**config.mk**
```make
export PLATFORM = sky130hd
export DESIGN_NAME = cmp_serial_arb
export DESIGN_NICKNAME = d
export VERILOG_FILES = /design/src/rtl/cmp_pkg.sv /design/src/rtl/cmp_slice.sv /design/src/rtl/cmp_serial_arb.sv
export SDC_FILE = /design/constraint.sdc
export NUM_CORES = 1
export LEC_CHECK = 0
export CORE_ASPECT_RATIO = 1.25
export CORE_MARGIN = 2
export CORE_UTILIZATION = 44
export CTS_CLUSTER_DIAMETER = 100
export DETAILED_ROUTE_END_ITERATION = 10
export GPL_ROUTABILITY_DRIVEN = 0
export PLACE_DENSITY = 0.83
export SYNTH_ARGS = -nofsm -noshare
export SYNTH_HDL_FRONTEND = slang
export SYNTH_SLANG_ARGS = --single-unit
```
**constraint.sdc**
```tcl
create_clock -name clk_i -period 1.9 [get_ports clk_i]
set_input_delay 0.38 -clock clk_i [delete_from_list [all_inputs] [get_ports clk_i]]
set_output_delay 0.38 -clock clk_i [all_outputs]
set_load 0.02 [all_outputs]
```
**src/rtl/cmp_pkg.sv**
```systemverilog
// rtl/cmp_pkg.sv - shared types and constants for the serial comparator service
package cmp_pkg;

   localparam int CMP_N     = 32;
   localparam int CMP_SLICE = 4;

   typedef enum logic [1:0] {IDLE, RUN, DONE} cmp_state_e;

   typedef struct packed {
      logic [CMP_N-1:0] a;
      logic [CMP_N-1:0] b;
      logic             is_signed;
   } cmp_req_t;

endpackage

```
**src/rtl/cmp_slice.sv**
```systemverilog
// rtl/cmp_slice.sv - combinational unsigned less-than/equal on one operand slice
module cmp_slice
   import cmp_pkg::*;
#(
   parameter int W = CMP_SLICE
) (
   input  logic [W-1:0] a,
   input  logic [W-1:0] b,
   output logic         lt,
   output logic         eq
);

   assign lt = (a < b);
   assign eq = (a == b);

endmodule

```
**src/rtl/cmp_serial_arb.sv**
```systemverilog
// rtl/cmp_serial_arb.sv - two-requester round-robin arbiter over a slice-serial comparator
// CMP_EARLY_EXIT_EN: stop at the first differing slice instead of always walking all slices.
module cmp_serial_arb
   import cmp_pkg::*;
#(
   parameter int N     = CMP_N,
   parameter int SLICE = CMP_SLICE
) (
   input  logic         clk_i,
   input  logic         rst_ni,
   input  logic         req0_valid_i,
   output logic         req0_ready_o,
   input  logic [N-1:0] req0_a_i,
   input  logic [N-1:0] req0_b_i,
   input  logic         req0_signed_i,
   input  logic         req1_valid_i,
   output logic         req1_ready_o,
   input  logic [N-1:0] req1_a_i,
   input  logic [N-1:0] req1_b_i,
   input  logic         req1_signed_i,
   output logic         rsp_valid_o,
   input  logic         rsp_ready_i,
   output logic         rsp_id_o,
   output logic         rsp_lt_o,
   output logic         rsp_eq_o
);

   localparam int NSLICE = N / SLICE;
   localparam int CW     = (NSLICE > 1) ? $clog2(NSLICE) : 1;
   localparam logic [CW-1:0] CNT_TOP = CW'(NSLICE - 1);

   cmp_state_e    state, stateNext;
   logic [CW-1:0] cnt, cntNext;
   logic [N-1:0]  opA, opANext, opB, opBNext;
   logic          rrLast, rrLastNext;
   logic          rspId, rspIdNext, rspLt, rspLtNext, rspEq, rspEqNext;
   logic          grant0, grant1;
   logic          sliceLt, sliceEq;
   cmp_req_t      selReq;
`ifndef CMP_EARLY_EXIT_EN
   logic          decided, decidedNext;
`endif

   // Operands shift left each step so the slice under test always sits at the MSB end.
   cmp_slice #(.W(SLICE)) uSlice (
      .a  (opA[N-1 -: SLICE]),
      .b  (opB[N-1 -: SLICE]),
      .lt (sliceLt),
      .eq (sliceEq)
   );

   always_ff @(posedge clk_i) begin
      if (!rst_ni) begin
         state   <= IDLE;
         cnt     <= CNT_TOP;
         opA     <= '0;
         opB     <= '0;
         rrLast  <= 1'b1;
         rspId   <= 1'b0;
         rspLt   <= 1'b0;
         rspEq   <= 1'b0;
`ifndef CMP_EARLY_EXIT_EN
         decided <= 1'b0;
`endif
      end else begin
         state   <= stateNext;
         cnt     <= cntNext;
         opA     <= opANext;
         opB     <= opBNext;
         rrLast  <= rrLastNext;
         rspId   <= rspIdNext;
         rspLt   <= rspLtNext;
         rspEq   <= rspEqNext;
`ifndef CMP_EARLY_EXIT_EN
         decided <= decidedNext;
`endif
      end
   end

   // Reset gates the grant so no ready escapes while rst_ni is low.
   assign grant0 = rst_ni && req0_valid_i && (!req1_valid_i || rrLast);
   assign grant1 = rst_ni && req1_valid_i && (!req0_valid_i || !rrLast);

   always_comb begin
      selReq.a         = grant1 ? req1_a_i      : req0_a_i;
      selReq.b         = grant1 ? req1_b_i      : req0_b_i;
      selReq.is_signed = grant1 ? req1_signed_i : req0_signed_i;
   end

   always_comb begin
      stateNext    = state;
      cntNext      = cnt;
      opANext      = opA;
      opBNext      = opB;
      rrLastNext   = rrLast;
      rspIdNext    = rspId;
      rspLtNext    = rspLt;
      rspEqNext    = rspEq;
      req0_ready_o = 1'b0;
      req1_ready_o = 1'b0;
`ifndef CMP_EARLY_EXIT_EN
      decidedNext  = decided;
`endif
      case (state)
         IDLE: begin
            if (grant0 || grant1) begin
               req0_ready_o = grant0;
               req1_ready_o = grant1;
               // Flipping the sign bit maps signed order onto unsigned order.
               opANext      = selReq.a ^ {selReq.is_signed, {(N-1){1'b0}}};
               opBNext      = selReq.b ^ {selReq.is_signed, {(N-1){1'b0}}};
               rspIdNext    = grant1;
               rrLastNext   = grant1;
               cntNext      = CNT_TOP;
`ifndef CMP_EARLY_EXIT_EN
               decidedNext  = 1'b0;
`endif
               stateNext    = RUN;
            end
         end
         RUN: begin
            opANext = opA << SLICE;
            opBNext = opB << SLICE;
`ifdef CMP_EARLY_EXIT_EN
            if (!sliceEq) begin
               rspLtNext = sliceLt;
               rspEqNext = 1'b0;
               stateNext = DONE;
            end else if (cnt == '0) begin
               rspLtNext = 1'b0;
               rspEqNext = 1'b1;
               stateNext = DONE;
            end else begin
               cntNext = cnt - CW'(1);
            end
`else
            if (!decided && !sliceEq) begin
               decidedNext = 1'b1;
               rspLtNext   = sliceLt;
               rspEqNext   = 1'b0;
            end
            if (cnt == '0) begin
               stateNext = DONE;
               if (!decided && sliceEq) begin
                  rspLtNext = 1'b0;
                  rspEqNext = 1'b1;
               end
            end else begin
               cntNext = cnt - CW'(1);
            end
`endif
         end
         DONE: begin
            if (rsp_ready_i) stateNext = IDLE;
         end
         default: stateNext = IDLE;
      endcase
   end

   assign rsp_valid_o = (state == DONE);
   assign rsp_id_o    = rspId;
   assign rsp_lt_o    = rspLt;
   assign rsp_eq_o    = rspEq;

endmodule

```
Word-level counts from Yosys, hierarchy flattened
Cells that the tools add are included.

word-level totals
  output and inout bits = 6
  word-level logic and storage cells = 70
  register bits after elaboration = 74

cells by class
  equality and inequality tests = 8
  $add $sub $neg = 1
  reduce and logical (&&, ||, !) cells = 22
  bitwise operators = 2
  $lt $le $gt $ge = 1
  muxes and demuxes = 27

operator list
  cell                                                                    count
  32-bit 2-to-1 mux                                                       4
  32-bit case mux with 2 select lines                                     2
  32-bit bitwise XOR                                                      2
  1-bit 2-to-1 mux                                                        13
  3-bit AND reduction                                                     3
  2-bit != test (second input constant)                                   4
  1-bit logical AND                                                       6
  2-bit 2-to-1 mux                                                        3
  3-bit 2-to-1 mux                                                        2
  2-bit case mux with 3 select lines                                      1
  3-bit case mux with 2 select lines                                      1
  1-bit logical NOT                                                       5
  4-bit equality test                                                     1
  4-bit less-than comparator                                              1
  2-bit AND reduction                                                     2
  3-bit logical NOT                                                       1
  1-bit logical OR                                                        3
  3-bit by 1-bit subtractor with 3-bit output (second input constant)     1
  2-bit by 1-bit equality test with 1-bit output (second input constant)  1
  2-bit equality test (second input constant)                             1
  2-bit logical NOT                                                       1
  2-bit by 1-bit != test with 1-bit output (second input constant)        1
  1-bit case mux with 2 select lines                                      1
  2-bit nonzero test                                                      1

Longest topological paths before layout
  word-level depth = 7
  gate-level depth with buffers = 8
  depth with buffers taken out = 6

By module
A second synthesis with hierarchy kept.

second synthesis, totals
  cells, all modules = 370
  area, all modules = 3667.3 um^2

modules (own cells, without submodules)
  module          area an instance (um^2)  times used  cells an instance  seq. area each (um^2)
  cmp_serial_arb  3564.7                   1           356                1481.4
  cmp_slice       102.6                    1           14                 0.0

Worst setup path after synthesis
OpenSTA, ideal clock, no wires.

  path kind = input port to output port
  start point = in rst_ni
  end point = out req1_ready_o
  arrival time = 1.783 ns
  path slack = -0.263 ns
  stages on the path = 7
  path buffers = 4
  path through = buf_2 > inv_2 > or3_1 > clkbuf_1 > buf_6 > buf_6 > nor3_1

between the ends
  word-level cells in the longest chain between the ends = 5

ends and longest elaborated chain
  item                                                       line                                        text
  from (decl)                                                cmp_serial_arb.sv:10                        input logic rst_ni,
  1-bit logical AND, on equally long branches (2 in series)  cmp_serial_arb.sv:81, cmp_serial_arb.sv:82
  1-bit logical OR                                           cmp_serial_arb.sv:106                       if (grant0 || grant1) begin
  1-bit 2-to-1 mux (*)                                       cmp_serial_arb.sv:106
  1-bit 2-to-1 mux (*)                                       cmp_serial_arb.sv:104                       case (state)
  to (decl)                                                  cmp_serial_arb.sv:17                        output logic req1_ready_o,

Every way passes the cells marked *; elsewhere a longest branch is shown, timed or not.

Worst setup path after layout
  start point = reg rrLast
  end point = out req1_ready_o

between the ends
  word-level cells in the longest chain between the ends = 6

ends and longest elaborated chain
  item                    line                   text
  from (decl)             cmp_serial_arb.sv:35   logic rrLast, rrLastNext;
  from (signal assigned)  cmp_serial_arb.sv:70   rrLast <= rrLastNext;
  1-bit logical NOT       cmp_serial_arb.sv:82   assign grant1 = rst_ni && req1_valid_i && (!req0_valid_i || !rrLast);
  1-bit logical OR        cmp_serial_arb.sv:82
  1-bit logical AND       cmp_serial_arb.sv:82
  1-bit logical OR        cmp_serial_arb.sv:106
  1-bit 2-to-1 mux (*)    cmp_serial_arb.sv:106
  1-bit 2-to-1 mux (*)    cmp_serial_arb.sv:104

Marked as above.

==> results.ini <==
[worst_setup_path]
critPathCapture = req1_ready_o
crit_chain = and2_4 > or3_4 > nor3_4 > buf_6
required_ns = 1.52
cp_num_buf_inv = 1
r2r-start = rrLast
worst_path_max_delay_cell = or3_4
crit_arrival_ns = 1.41
cp_top_family = simple AND/OR/NAND/NOR gates
cp.depth = 4
crit_path_start_kind = flop
worstPathMaxFanout = 2
crit_path_start = rrLast
slowest_delay_ns = 0.36
reg2reg_depth = 6
r2r_end = opB[23]
rrSetupSlack_ns = 0.17
end_kind = output port
worstSetupPathType = flop to output port

[floorplanning]
ios = 141
start_util_pct = 45.1
rows = 36
die_y_microns = 104
core_area_sq_mm = 0.00779
die_w_microns = 84.0
fp.dieArea_sq_mm = 0.00873

[routing]
antenna_left = 0
drt-initial-drc-count = 154
routedWlPerCell_microns = 15.1
vias = 3362
dr.max_layer_used = met4
drt_pass1_iterations = 5
viasPerCell = 5.50
drc = 0
dr_wl_met2_microns = 4900
wl_met3_microns = 475
drt-total-wl_microns = 9250
m1WireLength_microns = 3500

[finish]
multi_input_area_sq_mm = 0.00186
fin_nets = 652
fillers = 651
drive_gt1_share_pct = 8.53
n_antenna_cell = 0
fin_cells = 611
area_growth_pct = 51.0
seqCellArea_sq_mm = 0.00148
fin_area_sq_mm = 0.00531

[yosys]
syn_area_per_cell_sq_um = 9.50
ys_types = 35
ys_top_cells_by_count = dfxtp_1 (74), o21ai_0 (67), mux2i_1 (62), a22oi_1 (56), clkbuf_1 (17)
netlist_top_cells_area = dfxtp_1 (42%), mux2i_1 (18%), a22oi_1 (12%)
synth.most_common_cell = dfxtp_1
synth_top_area_share_pct = 42.1
synth_edf_count = 0
synth_nets = 511
ys_seq_area_share_pct = 42.1
yosysWarningCount = 0
synthArstFlopShare_pct = 0
synth_area_sq_mm = 0.00352
ys_ff_latch = 74
synth_flop_cell = dfxtp_1
yosysTopAreaCell = dfxtp_1
synth_cells = 370

[cts]
clkLatencyLatePin_ns = 0.34
cts-root-buf = clkbuf_8
cts_buffer_depth = 2
clkSinkCount = 74
clk_pin_slew_ns = 0.08
ctsHoldBuffers = 0
cts_made_buffers = 9
cts_setup_buffers = 0
tritoncts = done
cts_max_level = 3

[placed_design]
port-buffer-count = 140
place_area_sq_mm = 0.00507
dp.cells = 595
dp_hpwl_microns = 7000

[global_routing]
antenna_found_initial = 0
first_global_vias = 3360
grt_use_total_pct = 21.3
grt_max_degree = 63
grt_first_pass_wirelength_microns = 15100
grt.overflow.total = 0

[sta]
slew_violations = 0
max_slew.worst_pin.slew_ns = 0.474
hold_viol_final = 0
rsz0062_at_grt = false
period_share_pct = 94.5
max_freq_mhz = 557
setup-violations-final = 0
maxSlewHeadroom_pct = 68.4
finClkSkew_ns = 0.00597
min_period_ns = 1.79

[power]
seqPwrFrac_pct = 45.7
powerDensity_mw_per_mm2 = 716
switching_share_pct = 25.0
power_frac_comb_pct = 18.5
power.switching_uw = 949
p_int_mw = 2.85
p_leak_nw = 2.31
clkPwrFrac_pct = 35.8
vdd_drop_max_mv = 0.498

[run_status]
status = completed

[worst_hold_path]
holdCritPathClass = input pin to flop

[run]
max_cap_viol_count = 0

[power by group through the flow]
stage	Combinational, mW	Clock, mW	Sequential [mW]
6_report	0.704	1.36	1.74
5_1_grt	0.771	1.47	1.75
4_1_cts	0.710	1.39	1.74
3_5_place_dp	0.706	0	1.77
3_3_place_gp	0.683	0	1.77
2_1_floorplan	0.323	0	1.76
[sequential cells by signal (all words and copies together) (netlist names), named ones only]
signal and flops:
opA 32, opB 32, cnt 3, state 2, decided 1, rrLast 1, rsp_id_o 1, rsp_lt_o 1
[how the worst min path moves through the flow]
stage / depth (start not counted) / end / slack, ns / start
floorplan: 2 / opA[0] / 0.43 / opA[0]
global placement: 2 / opB[3] / 0.44 / opB[3]
detailed placement: 2 / opA[1] / 0.44 / opA[1]
CTS: 2 / opA[1] / 0.46 / opA[1]
global route: 3 / cnt[1] / 0.47 / rst_ni
finish: 3 / rrLast / 0.46 / rst_ni
[tightest hold or removal path, cell delays in order]
cell,delay (ns)
dlymetal6s2s_1,0.14
buf_4,0.17
o211ai_1,0.07
[stage by stage]
step,setup slack [ns],hold WS (ns),TNS (ns),power [mW],util [%]
6_report,0.105,0.459,0,3.80,68.1
5_1_grt,0.00932,0.472,0,3.98,68.1
4_1_cts,-0.139,0.463,-0.139,3.83,68.0
3_5_place_dp,-0.601,0.445,-21.90,2.48,65.1
3_3_place_gp,-0.589,0.436,-19.15,2.45,65.1
2_1_floorplan,0.0160,0.426,0,2.08,-
[layer usage]
| metal | up-vias | track usage (%) |
|---|---|---|
| met4 | 0 | 11.1 |
| met3 | 28 | 5.16 |
| li1 | 1661 | - |
| met2 | 118 | 38.3 |
| met5 | - | 0 |
| met1 | 1555 | 22.8 |
[layout make-up]
type,count,share of cell area (%)
clock buffer,9,2.33
clock inverter,7,1.91
inverter,10,0.707
multi-input combinational,256,35.1
sequential,74,27.9
tap,95,2.24
timing repair buffer,160,29.8
[repair_timing]
item,4_1_cts,5_1_grt
gates cloned,0,0
pin swaps,0,2
setup endpoints to repair,15,23
hold endpoints to repair,0,0
gates resized for setup,12,4
[cell families after synthesis]
logic type	share of synthesized area, %
XOR/XNOR	0.997
multiplexers	17.7
buffers and inverters	5.62
flip-flops	42.1
adder cells (fa/ha/maj)	2.14
AO/OA/AOI/OAI	25.3
AND/OR/NAND/NOR	6.19
[placed cells by master, fill, tap and decap left out, types with 2 or more instances in the layout]
cell type | Yosys | routed
xnor2_1 | 2 | 2
buf_12 | 0 | 2
o21ai_0 | 67 | 67
a2111o_1 | 2 | 2
clkdlybuf4s50_1 | 0 | 134
mux2i_1 | 62 | 62
a21oi_1 | 4 | 4
bufinv_16 | 0 | 2
nand2_1 | 16 | 16
clkinvlp_4 | 0 | 2
nor2b_1 | 5 | 5
buf_4 | 0 | 17
buf_6 | 5 | 2
and2_0 | 2 | 2
inv_6 | 0 | 2
nor2_1 | 6 | 6
clkbuf_8 | 0 | 9
o211ai_1 | 2 | 2
nor3_4 | 0 | 2
a22oi_1 | 56 | 56
nor3_1 | 5 | 4
dlymetal6s2s_1 | 0 | 3
xor2_1 | 2 | 2
inv_1 | 9 | 9
dfxtp_1 | 74 | 74
o21a_1 | 3 | 2
ha_1 | 6 | 6
Note: power is estimated with default switching activity, not from simulation.
